==> src/rtl/button_debounce.sv <==
// Synchronises, debounces and edge-detects NUM_BUTTONS raw push-buttons; release_pulse carries the
// release strobe ("release" is a reserved word). Define BUTTON_REPEAT_EN for auto-repeat press strobes.
module button_debounce #(
   parameter int NUM_BUTTONS     = 2,
   parameter int DEBOUNCE_CYCLES = 100000,
   parameter int CNT_W           = 24,
   parameter int REPEAT_DELAY    = 50000000,
   parameter int REPEAT_PERIOD   = 10000000
) (
   input  logic                   clk,
   input  logic                   reset,
   input  logic [NUM_BUTTONS-1:0] buttons,
   output logic [NUM_BUTTONS-1:0] level,
   output logic [NUM_BUTTONS-1:0] press,
   output logic [NUM_BUTTONS-1:0] release_pulse
);

   typedef enum logic [1:0] {STABLE_LO, QUAL_HI, STABLE_HI, QUAL_LO} state_t;

   localparam bit PARAMS_OK = (DEBOUNCE_CYCLES >= 2) && ((DEBOUNCE_CYCLES >> CNT_W) == 0) &&
                              (REPEAT_DELAY >= 1) && (REPEAT_PERIOD >= 1);

   localparam logic [CNT_W-1:0] CNT_LAST = CNT_W'(DEBOUNCE_CYCLES - 1);
   localparam logic [CNT_W-1:0] CNT_ONE  = CNT_W'(1);

   if (PARAMS_OK) begin : g_ok
      logic [NUM_BUTTONS-1:0] meta;
      logic [NUM_BUTTONS-1:0] sync;

      // Two-flop synchroniser; nothing downstream ever sees the raw pins.
      always_ff @(posedge clk) begin
         if (reset) begin
            meta <= '0;
            sync <= '0;
         end else begin
            meta <= buttons;
            sync <= meta;
         end
      end

      for (genvar i = 0; i < NUM_BUTTONS; i++) begin : g_chan
         state_t           state, state_nx;
         logic [CNT_W-1:0] cnt, cnt_nx;
         logic             level_q, level_nx;
         logic             press_q, press_nx;
         logic             release_q, release_nx;
         logic             repeat_fire;

         always_ff @(posedge clk) begin
            if (reset) begin
               state     <= STABLE_LO;
               cnt       <= '0;
               level_q   <= 1'b0;
               press_q   <= 1'b0;
               release_q <= 1'b0;
            end else begin
               state     <= state_nx;
               cnt       <= cnt_nx;
               level_q   <= level_nx;
               press_q   <= press_nx;
               release_q <= release_nx;
            end
         end

         // A qualifying run must see the new level on DEBOUNCE_CYCLES consecutive samples;
         // any sample back at the old level abandons the run.
         always_comb begin
            state_nx   = state;
            cnt_nx     = cnt;
            level_nx   = level_q;
            press_nx   = 1'b0;
            release_nx = 1'b0;
            case (state)
               STABLE_LO: begin
                  if (sync[i]) begin
                     state_nx = QUAL_HI;
                     cnt_nx   = CNT_ONE;
                  end
               end
               QUAL_HI: begin
                  if (!sync[i]) begin
                     state_nx = STABLE_LO;
                     cnt_nx   = '0;
                  end else if (cnt == CNT_LAST) begin
                     state_nx = STABLE_HI;
                     cnt_nx   = '0;
                     level_nx = 1'b1;
                     press_nx = 1'b1;
                  end else if (cnt != '1) begin
                     cnt_nx = cnt + CNT_ONE;
                  end
               end
               STABLE_HI: begin
                  if (!sync[i]) begin
                     state_nx = QUAL_LO;
                     cnt_nx   = CNT_ONE;
                  end else if (repeat_fire) begin
                     press_nx = 1'b1;
                  end
               end
               QUAL_LO: begin
                  if (sync[i]) begin
                     state_nx = STABLE_HI;
                     cnt_nx   = '0;
                  end else if (cnt == CNT_LAST) begin
                     state_nx   = STABLE_LO;
                     cnt_nx     = '0;
                     level_nx   = 1'b0;
                     release_nx = 1'b1;
                  end else if (cnt != '1) begin
                     cnt_nx = cnt + CNT_ONE;
                  end
               end
               default: begin
                  state_nx = STABLE_LO;
                  cnt_nx   = '0;
               end
            endcase
         end

`ifdef BUTTON_REPEAT_EN
         localparam int HOLD_MAX = (REPEAT_DELAY > REPEAT_PERIOD) ? REPEAT_DELAY : REPEAT_PERIOD;
         localparam int HOLD_W   = $clog2(HOLD_MAX + 1);
         localparam logic [HOLD_W-1:0] DELAY_LAST  = HOLD_W'(REPEAT_DELAY - 1);
         localparam logic [HOLD_W-1:0] PERIOD_LAST = HOLD_W'(REPEAT_PERIOD - 1);

         logic [HOLD_W-1:0] hold, hold_nx;
         logic              repeating, repeating_nx;

         always_ff @(posedge clk) begin
            if (reset) begin
               hold      <= '0;
               repeating <= 1'b0;
            end else begin
               hold      <= hold_nx;
               repeating <= repeating_nx;
            end
         end

         // Hold timer runs only while the channel stays in STABLE_HI; first wait is the
         // delay, later waits are the period.
         always_comb begin
            hold_nx      = '0;
            repeating_nx = 1'b0;
            repeat_fire  = 1'b0;
            if (state == STABLE_HI && sync[i]) begin
               if (hold == (repeating ? PERIOD_LAST : DELAY_LAST)) begin
                  repeat_fire  = 1'b1;
                  repeating_nx = 1'b1;
               end else begin
                  hold_nx      = hold + HOLD_W'(1);
                  repeating_nx = repeating;
               end
            end
         end
`else
         assign repeat_fire = 1'b0;
`endif

         assign level[i]         = level_q;
         assign press[i]         = press_q;
         assign release_pulse[i] = release_q;
      end
   end else begin : g_bad
      assign level         = '0;
      assign press         = '0;
      assign release_pulse = '0;
   end

endmodule
==> config.mk <==
export PLATFORM = sky130hd
export DESIGN_NAME = button_debounce
export DESIGN_NICKNAME = d
export VERILOG_FILES = /design/src/rtl/button_debounce.sv
export SDC_FILE = /design/constraint.sdc
export NUM_CORES = 1
export LEC_CHECK = 0
export BUFFER_PORTS_ARGS = -buffer_cell sky130_fd_sc_hd__buf_2
export CORE_AREA = 2 2 87 89
export DETAILED_ROUTE_END_ITERATION = 6
export DIE_AREA = 0 0 89 91
export GPL_TIMING_DRIVEN = 0
export PLACE_DENSITY_LB_ADDON = 0.1
export SYNTH_ARGS = -nofsm -noshare
export SYNTH_HDL_FRONTEND = slang
export SYNTH_SLANG_ARGS = --single-unit
==> constraint.sdc <==
create_clock -name clk -period 2.6 [get_ports clk]
set_clock_uncertainty 0.2 [all_clocks]
set_input_delay 0.52 -clock clk [delete_from_list [all_inputs] [get_ports clk]]
set_output_delay 0.52 -clock clk [all_outputs]
set_load 0.05 [all_outputs]
# [Yosys cells after proc, flatten, opt, wreduce, memory -nomap -nowiden]
# Cells that the tools add are included.
[classes] n_addsub=2 n_eq_ne=26 muxes=40 bitwise=6 reduce_logical=14
[op_table] cell="24-bit two-way mux" n=12
[op_table] cell="24-bit one-hot mux with 4 select lines" n=2
[op_table] cell="24-bit by 1-bit adder with 24-bit output (second input constant)" n=2
[op_table] cell="24-bit by 17-bit equality test with 1-bit output (second input constant)" n=2
[op_table] cell="24-bit inequality test (second input constant)" n=2
[op_table] cell="2-bit two-way mux" n=12
[op_table] cell="2-bit inequality test (second input constant)" n=12
[op_table] cell="2-bit one-hot mux with 4 select lines" n=2
[op_table] cell="3-bit inequality test (second input constant)" n=4
[op_table] cell="3-bit OR reduction" n=4
[op_table] cell="1-bit two-way mux" n=10
[op_table] cell="5-bit AND reduction" n=2
[op_table] cell="2-bit equality test (second input constant)" n=4
[op_table] cell="4-bit AND reduction" n=2
[op_table] cell="1-bit inverter" n=6
[op_table] cell="2-bit by 1-bit equality test with 1-bit output (second input constant)" n=2
[op_table] cell="2-bit zero test" n=2
[op_table] cell="1-bit one-hot mux with 2 select lines" n=2
[op_table] cell="2-bit AND reduction" n=2
[op_table] cell="2-bit nonzero test" n=2
[word_totals] register_bits=62

# [Depth between registers and ports, before layout]
# Gate-level depths: netlist of the first run.
[depth] ltp_word=5 depth_mapped=9 ltp_nobuf=7

# [Worst setup path after synthesis of the first run]
# OpenSTA, ideal clock, no wires.
[synth_path] kind="reg-to-reg" from="reg g_ok.g_chan[1].cnt[17]" to="reg g_ok.g_chan[1].cnt[3]" t_arrival_ns=2.171 path_slack_ns=0.097 stages_incl_launch_ff=9 n_path_buf=2 cell_sequence="dfxtp_1 -> or4_1 -> or4_4 -> o31ai_2 -> buf_4 -> buf_6 -> a21oi_1 -> o21ai_0 -> a21oi_1"
[synth_between] elab_chain_len=5 elab_cells_between_ends=7 classes_between="eq/ne (2); mux (5)"
[synth_rtl] item="start, declared" line="43" text="logic [CNT_W-1:0] cnt, cnt_nx;"
[synth_rtl] item="start signal, assigned" line="58" text="cnt <= cnt_nx;"
[synth_rtl] item="24-bit inequality test" line="89, 110"
[synth_rtl] item="24-bit two-way mux"
[synth_rtl] item="24-bit two-way mux *" line="84" text="end else if (cnt == CNT_LAST) begin"
[synth_rtl] item="24-bit two-way mux, on equally long branches" line="102, 81"
[synth_rtl] item="24-bit one-hot mux with 4 select lines *" line="73" text="case (state)"
# Mark *: on every way between the ends. The rest lies on a longest branch, timed or not.
# A chain may end at the register's enable or synchronous reset.

# [Worst setup path after layout of the first run]
[layout_path] from="reg g_ok.g_chan[1].cnt[17]" to="reg g_ok.g_chan[1].cnt[1]"
# Same word-level chain as after synthesis.

==> reports/qor.yml, run 1 <==
clock.fmax_mhz: 389
setup_tns_ns: 0
clockBufferDepth: 2
clock-root-buffer: "clkbuf_8"
synth.distinct_cells: 60
cts_hold_buf: 0
hold_violations: 0
synth_nets: 439
synth_top_area_cell: "dfxtp_1"
fill_cells: 696
syn-cell-area_sq_mm: 0.00344
ir_drop_uv: 282
synth-warning-count: 0
clk_latency_ns: 0.35
startpoint_type: "register"
gr-usage-all-layers_pct: 25.4
dieArea_sq_mm: 0.00810
synth_edf_count: 0
first_pass_iters: 7
critPathMaxStageDelay_ns: 0.53
hold_path_class: "input port to register"
power_leakage_nw: 1.33
end_kind: "register"
syn_inst: 433
final_max_slew_viol_count: 0
die_y_microns: 91
hpwlAfterDp_microns: 6660
synthArstFlopShare_pct: 0
start_util_pct: 48.2
maxCapViolations: 0
r2r_start: "g_ok.g_chan[1].cnt[17]"
post-place-ws_ns: -0.254
crit_chain: "or4_4 > or4_4 > o31ai_4 > buf_6 > buf_8 > o21ai_2 > a32oi_1 > nor2_1"
syn_avg_cell_area_sq_um: 7.95
drtAntennaViolNets: 0
timing.final.crit_share_pct: 98.9
routed_wl_microns: 9820
regToRegEndpoint: "g_ok.g_chan[1].cnt[1]"
grt.overflow.total: 0
clk_pin_slew_ns: 0.08
area_growth_pct: 16.4
io_buffers: 8
timing.final.ws_setup_ns: 0.0276
slew_headroom_pct: 52.9
antenna_found_initial: 0
cp_num_cells: 8
grt_max_degree: 12
seq_area_frac_synth_pct: 36.1
synth.top_cells.by_area: "dfxtp_1 (36%), a21oi_1 (6.7%), nand4_1 (4.4%)"
arrival_ns: 2.59
reg2regPathDepth: 8
slowest_stage: "or4_4"
gp_congestion: 0.954
drt-wirelength-per-cell_microns: 17.5
crit_required_ns: 2.62
hold_depth: 2
final_util_pct: 56.1
rrSetupSlack_ns: 0.03
antenna_cells: 0
hold_end: "g_ok.meta[1]"
vias: 3588
core_area_sq_mm: 0.00714
p_per_area_mw_per_mm2: 488
first_iter_violations: 205
fp-row-count: 31
worst_path_most_repeated_cell: "or4_4"
setup_viol: 0
grt_pass1_vias: 3344
grt_pass1_wl_microns: 16100
grt_setup_unrepaired: "yes"
htree_levels: 3
fin_nets: 462
status: "finished clean"
critPathBufInv: 2
yosysTopAreaCellShare_pct: 36.1
drive_gt1_share_pct: 17.6
cts_buffers: 9
cts_sinks: 62
worstHoldStart: "buttons[1]"
die_w_microns: 89
worst-path-max-fanout: 10
ys.flop_type: "dfxtp_1"
io_pins: 10
synth_seq_cells: 62
tightestPinTransition_ns: 0.701
critPathKind: "register to register"
cts_tree: "done"
timing.final.crit_period_ns: 2.57
critical_path.top_delay_family: "simple AND/OR/NAND/NOR gates"
drcViolationCount: 0
vias_per_cell: 6.41
power breakdown:
part | leakage [nW] | switching, mW | internal (mW)
combinational | 0.728 | 0.0767 | 0.0325
clock | 0.0955 | 0.407 | 0.469
sequential | 0.504 | 0.0112 | 0.959
total | 1.33 | 0.494 | 1.46
cell usage after synthesis, types with 7 or more instances:
cell / number
or4_1: 7
inv_1: 9
nand4_1: 24
dfxtp_1: 62
o21ai_0: 25
nor3_1: 14
nand2_1: 26
a21oi_1: 46
a31oi_1: 16
nand3_1: 24
and3_1: 14
a311oi_1: 9
or3_1: 7
buf_4: 8
clkbuf_1: 20
a41oi_1: 7
nor2_1: 28
layout make-up:
cell class / instances / area [sq um] / share of cell area [%]
Tap cell: 99 / 124 / 3.09
Multi-Input combinational cell: 329 / 2100 / 52.5
Timing Repair Buffer: 16 / 113 / 2.81
Clock buffer: 11 / 141 / 3.53
Clock inverter: 5 / 58.8 / 1.47
Buffer: 29 / 181 / 4.53
Sequential cell: 62 / 1250 / 31.2
Inverter: 9 / 33.8 / 0.843
stage by stage:
stage	area [sq um]	cells	hold WS, ns	power (mW)
5_1_grt	4010	560	0.182	2.03
2_1_floorplan	3440	433	0.214	1.06
4_1_cts	3900	558	0.167	1.97
3_5_place_dp	3610	540	0.231	1.09
6_report	4010	560	0.176	1.95
3_3_place_gp	3610	540	0.218	1.09
routing by layer:
| layer | share of wire [%] | GRT usage [%] | up-vias |
|---|---|---|---|
| met4 | 4.7 | 14.3 | 0 |
| met2 | 47 | 39.8 | 146 |
| met1 | 43 | 32.1 | 1694 |
| li1 | - | - | 1711 |
| met5 | 0 | 0 | - |
| met3 | 5.5 | 5.00 | 37 |
worst register-to-register path: cells and delay by family, from the launching register on:
| kind | cells | cell delay [ns] |
|---|---|---|
| flip-flops | 1 | 0.37 |
| AO/OA/AOI/OAI | 3 | 0.53 |
| AND/OR/NAND/NOR | 3 | 1.05 |
| buffers and inverters | 2 | 0.29 |
timing repair:
| action | CTS | global route |
|---|---|---|
| resized for setup | 15 | 33 |
| pin swaps | 3 | 4 |
| endpoints found under the setup margin | 44 | 43 |
| buffers inserted | 3 | 5 |
cells in the final DEF (no fill, tap or decap), drive strengths merged, types with 4 or more instances in the layout:
cell    Yosys  routed
dfxtp      62      62
a21oi      46      46
nor2       29      29
o21ai      29      29
buf        12      29
clkbuf     21      27
nand2      26      26
nand4      24      24
nand3      24      24
a31oi      16      16
and3       15      15
nor3       14      14
a311oi     10      10
or4        10      10
inv         9       9
a41oi       7       7
or3         7       7
nor4        7       7
nor2b       6       6
a211oi      6       6
nand2b      5       5
xor2        4       4
and4        4       4
nand4b      4       4
and2        4       4
state kept, by name, summed over array words and instances (netlist names), named ones only:
name and cells:
g_ok.g_chan.release_q 2, g_ok.sync 2, g_ok.g_chan.press_q 2, g_ok.g_chan.cnt 48, g_ok.meta 2, g_ok.g_chan.state 2
g_ok.g_chan.level_q 2
how the worst max path moves through the flow:
| stage | startpoint | to | slack (ns) |
|---|---|---|---|
| final | g_ok.g_chan[1].cnt[17] | g_ok.g_chan[1].cnt[1] | 0.03 |
| after global routing | g_ok.g_chan[1].cnt[17] | g_ok.g_chan[1].cnt[1] | -0.06 |
| after detailed placement | g_ok.g_chan[1].cnt[17] | g_ok.g_chan[1].cnt[3] | -0.25 |
| after floorplan | g_ok.g_chan[1].cnt[17] | g_ok.g_chan[1].cnt[3] | 0.1 |
| after CTS | g_ok.g_chan[0].cnt[8] | g_ok.g_chan[0].cnt[11] | 0.007 |
| after global placement | g_ok.g_chan[1].cnt[17] | g_ok.g_chan[1].cnt[3] | -0.26 |
logic make-up (layout without fill, tap and decap cells):
family | count (synthesis) | after routing | synth area share (%)
AOI/OAI and AO/OA | 133 | 133 | 24.7
xor gates and xnor gates | 6 | 6 | 1.53
adders and majority gates | 2 | 2 | 0.727
buffers and inverters | 42 | 70 | 5.82
DFF | 62 | 62 | 36.1
muxes | 2 | 2 | 0.582
and+or+nand+nor | 186 | 186 | 30.6
No activity file was read; power rests on OpenSTA's default activity.
==> inputs of run 2 (changes only) <==
--- a/config.mk
+++ b/config.mk
@@ -7,6 +7,7 @@
 export LEC_CHECK = 0
 export BUFFER_PORTS_ARGS = -buffer_cell sky130_fd_sc_hd__buf_2
 export CORE_AREA = 2 2 87 89
+export CTS_BUF_LIST = sky130_fd_sc_hd__clkbuf_8 sky130_fd_sc_hd__clkbuf_16
 export DETAILED_ROUTE_END_ITERATION = 6
 export DIE_AREA = 0 0 89 91
 export GPL_TIMING_DRIVEN = 0
==> reports/qor.yml, run 2 (synthesized netlist as in run 1, its figures left out) <==
hpwlAfterDp_microns: 6660
clock-root-buffer: "clkbuf_8"
post-place-ws_ns: -0.254
fin_total_pwr_mw: 1.95
gp_congestion: 0.954
routed_wl_microns: 9840
fin_area_sq_mm: 0.00401
clk_latency_ns: 0.35
clk_pin_slew_ns: 0.08
grt.overflow.total: 0
drtAntennaViolNets: 0
drt-wirelength-per-cell_microns: 17.6
setup_tns_ns: 0
clockBufferDepth: 2
start_util_pct: 48.2
violations: "DRC"
cts_tree: "done"
timing.final.crit_period_ns: 2.57
maxCapViolations: 0
arrival_ns: 2.59
drcViolationCount: 2
slew_headroom_pct: 52.3
r2r_start: "g_ok.g_chan[1].cnt[17]"
setup_viol: 0
first_iter_violations: 211
top_register: "g_ok.g_chan.cnt"
dieArea_sq_mm: 0.00810
end_kind: "register"
grt_pass1_wl_microns: 16100
die_w_microns: 89
hold_slack_ns: 0.176
die_y_microns: 91
crit_chain: "or4_4 > or4_4 > o31ai_4 > buf_6 > buf_8 > o21ai_2 > a32oi_1 > nor2_1"
vias_per_cell: 6.36
io_buffers: 8
vias: 3564
grt_pass1_vias: 3344
critPathKind: "register to register"
antenna_found_initial: 0
startpoint_type: "register"
power_leakage_nw: 1.33
cts_sinks: 62
io_pins: 10
crit_required_ns: 2.62
fin_cells: 560
slowest_stage: "or4_4"
area_growth_pct: 16.4
place_area_sq_mm: 0.00361
critPathMaxStageDelay_ns: 0.53
tightestPinTransition_ns: 0.715
worstHoldStart: "buttons[1]"
cp-startpoint: "g_ok.g_chan[1].cnt[17]"
clock.fmax_mhz: 389
fp-row-count: 31
htree_levels: 3
layout.cells.most_common: "dfxtp_1"
status: "finished, violations left"
final_util_pct: 56.1
largest_reg_flops: 48
p_per_area_mw_per_mm2: 487
final_max_slew_viol_count: 0
timing.final.ws_setup_ns: 0.0270
antenna_cells: 0
drive_gt1_share_pct: 17.6
grt_setup_unrepaired: "yes"
first_pass_iters: 7
dp.cells: 540
worst-path-max-fanout: 10
ir_drop_uv: 282
gr-usage-all-layers_pct: 25.4
core_area_sq_mm: 0.00714
hold_violations: 0
timing.final.crit_share_pct: 99.0
fin_nets: 462
cts_buffers: 9
grt_max_degree: 12
final_cell_mix: "dfxtp_1 (56), a21oi_1 (45), nor2_1 (28), nand2_1 (26), nand4_1 (24)"
hold_path_class: "input port to register"
worst_path_most_repeated_cell: "or4_4"
fill_cells: 696
cts_hold_buf: 0
## run 2: changes by cell type in the layout (fill, tap and decap cells not counted)
cell,previous run,this run
clkbuf_1,13,12
inv_1,9,10
## run 2: cell type report
class | count | area (sq um) | share of cell area, %
clock buffers | 10 | 138 | 3.44
plain buffers | 29 | 181 | 4.53
clock inverters | 6 | 62.6 | 1.56
well taps | 99 | 124 | 3.09
repair buffers | 16 | 113 | 2.81
flip-flops and latches | 62 | 1250 | 31.2
multi-input cells | 329 | 2100 | 52.5
inverters | 9 | 33.8 | 0.843
## run 2: what timing repair did
item | CTS | global route
endpoints found under the hold margin | 0 | 0
setup endpoints to repair | 44 | 43
pin swaps | 3 | 4
setup buffers | 3 | 5
resized for setup | 15 | 33
## run 2: routing by layer
metal	wire [microns]	GRT usage [%]
met5	0	0
met4	457	14.3
met3	502	5.00
met2	4640	39.8
met1	4240	32.1
## run 2: final timing paths
| kind | to | slack (ns) | depth (start not counted) |
|---|---|---|---|
| min | g_ok.meta[1] | 0.18 | 2 |
| max | g_ok.g_chan[1].cnt[1] | 0.03 | 8 |
| min reg2reg | g_ok.sync[0] | 0.24 | 1 |
| max reg2reg | g_ok.g_chan[1].cnt[1] | 0.03 | 8 |
## run 2: critical path: cells and delay by family, from the launching register on
family,cells,cell delay [ns]
flip-flops,1,0.37
AND/OR/NAND/NOR,3,1.05
buffers and inverters,2,0.29
AO/OA/AOI/OAI,3,0.52
## run 2: report_power, final
part	internal (mW)	switching, mW
logic	0.0325	0.0767
clock network	0.465	0.407
registers	0.959	0.0113
total	1.46	0.495
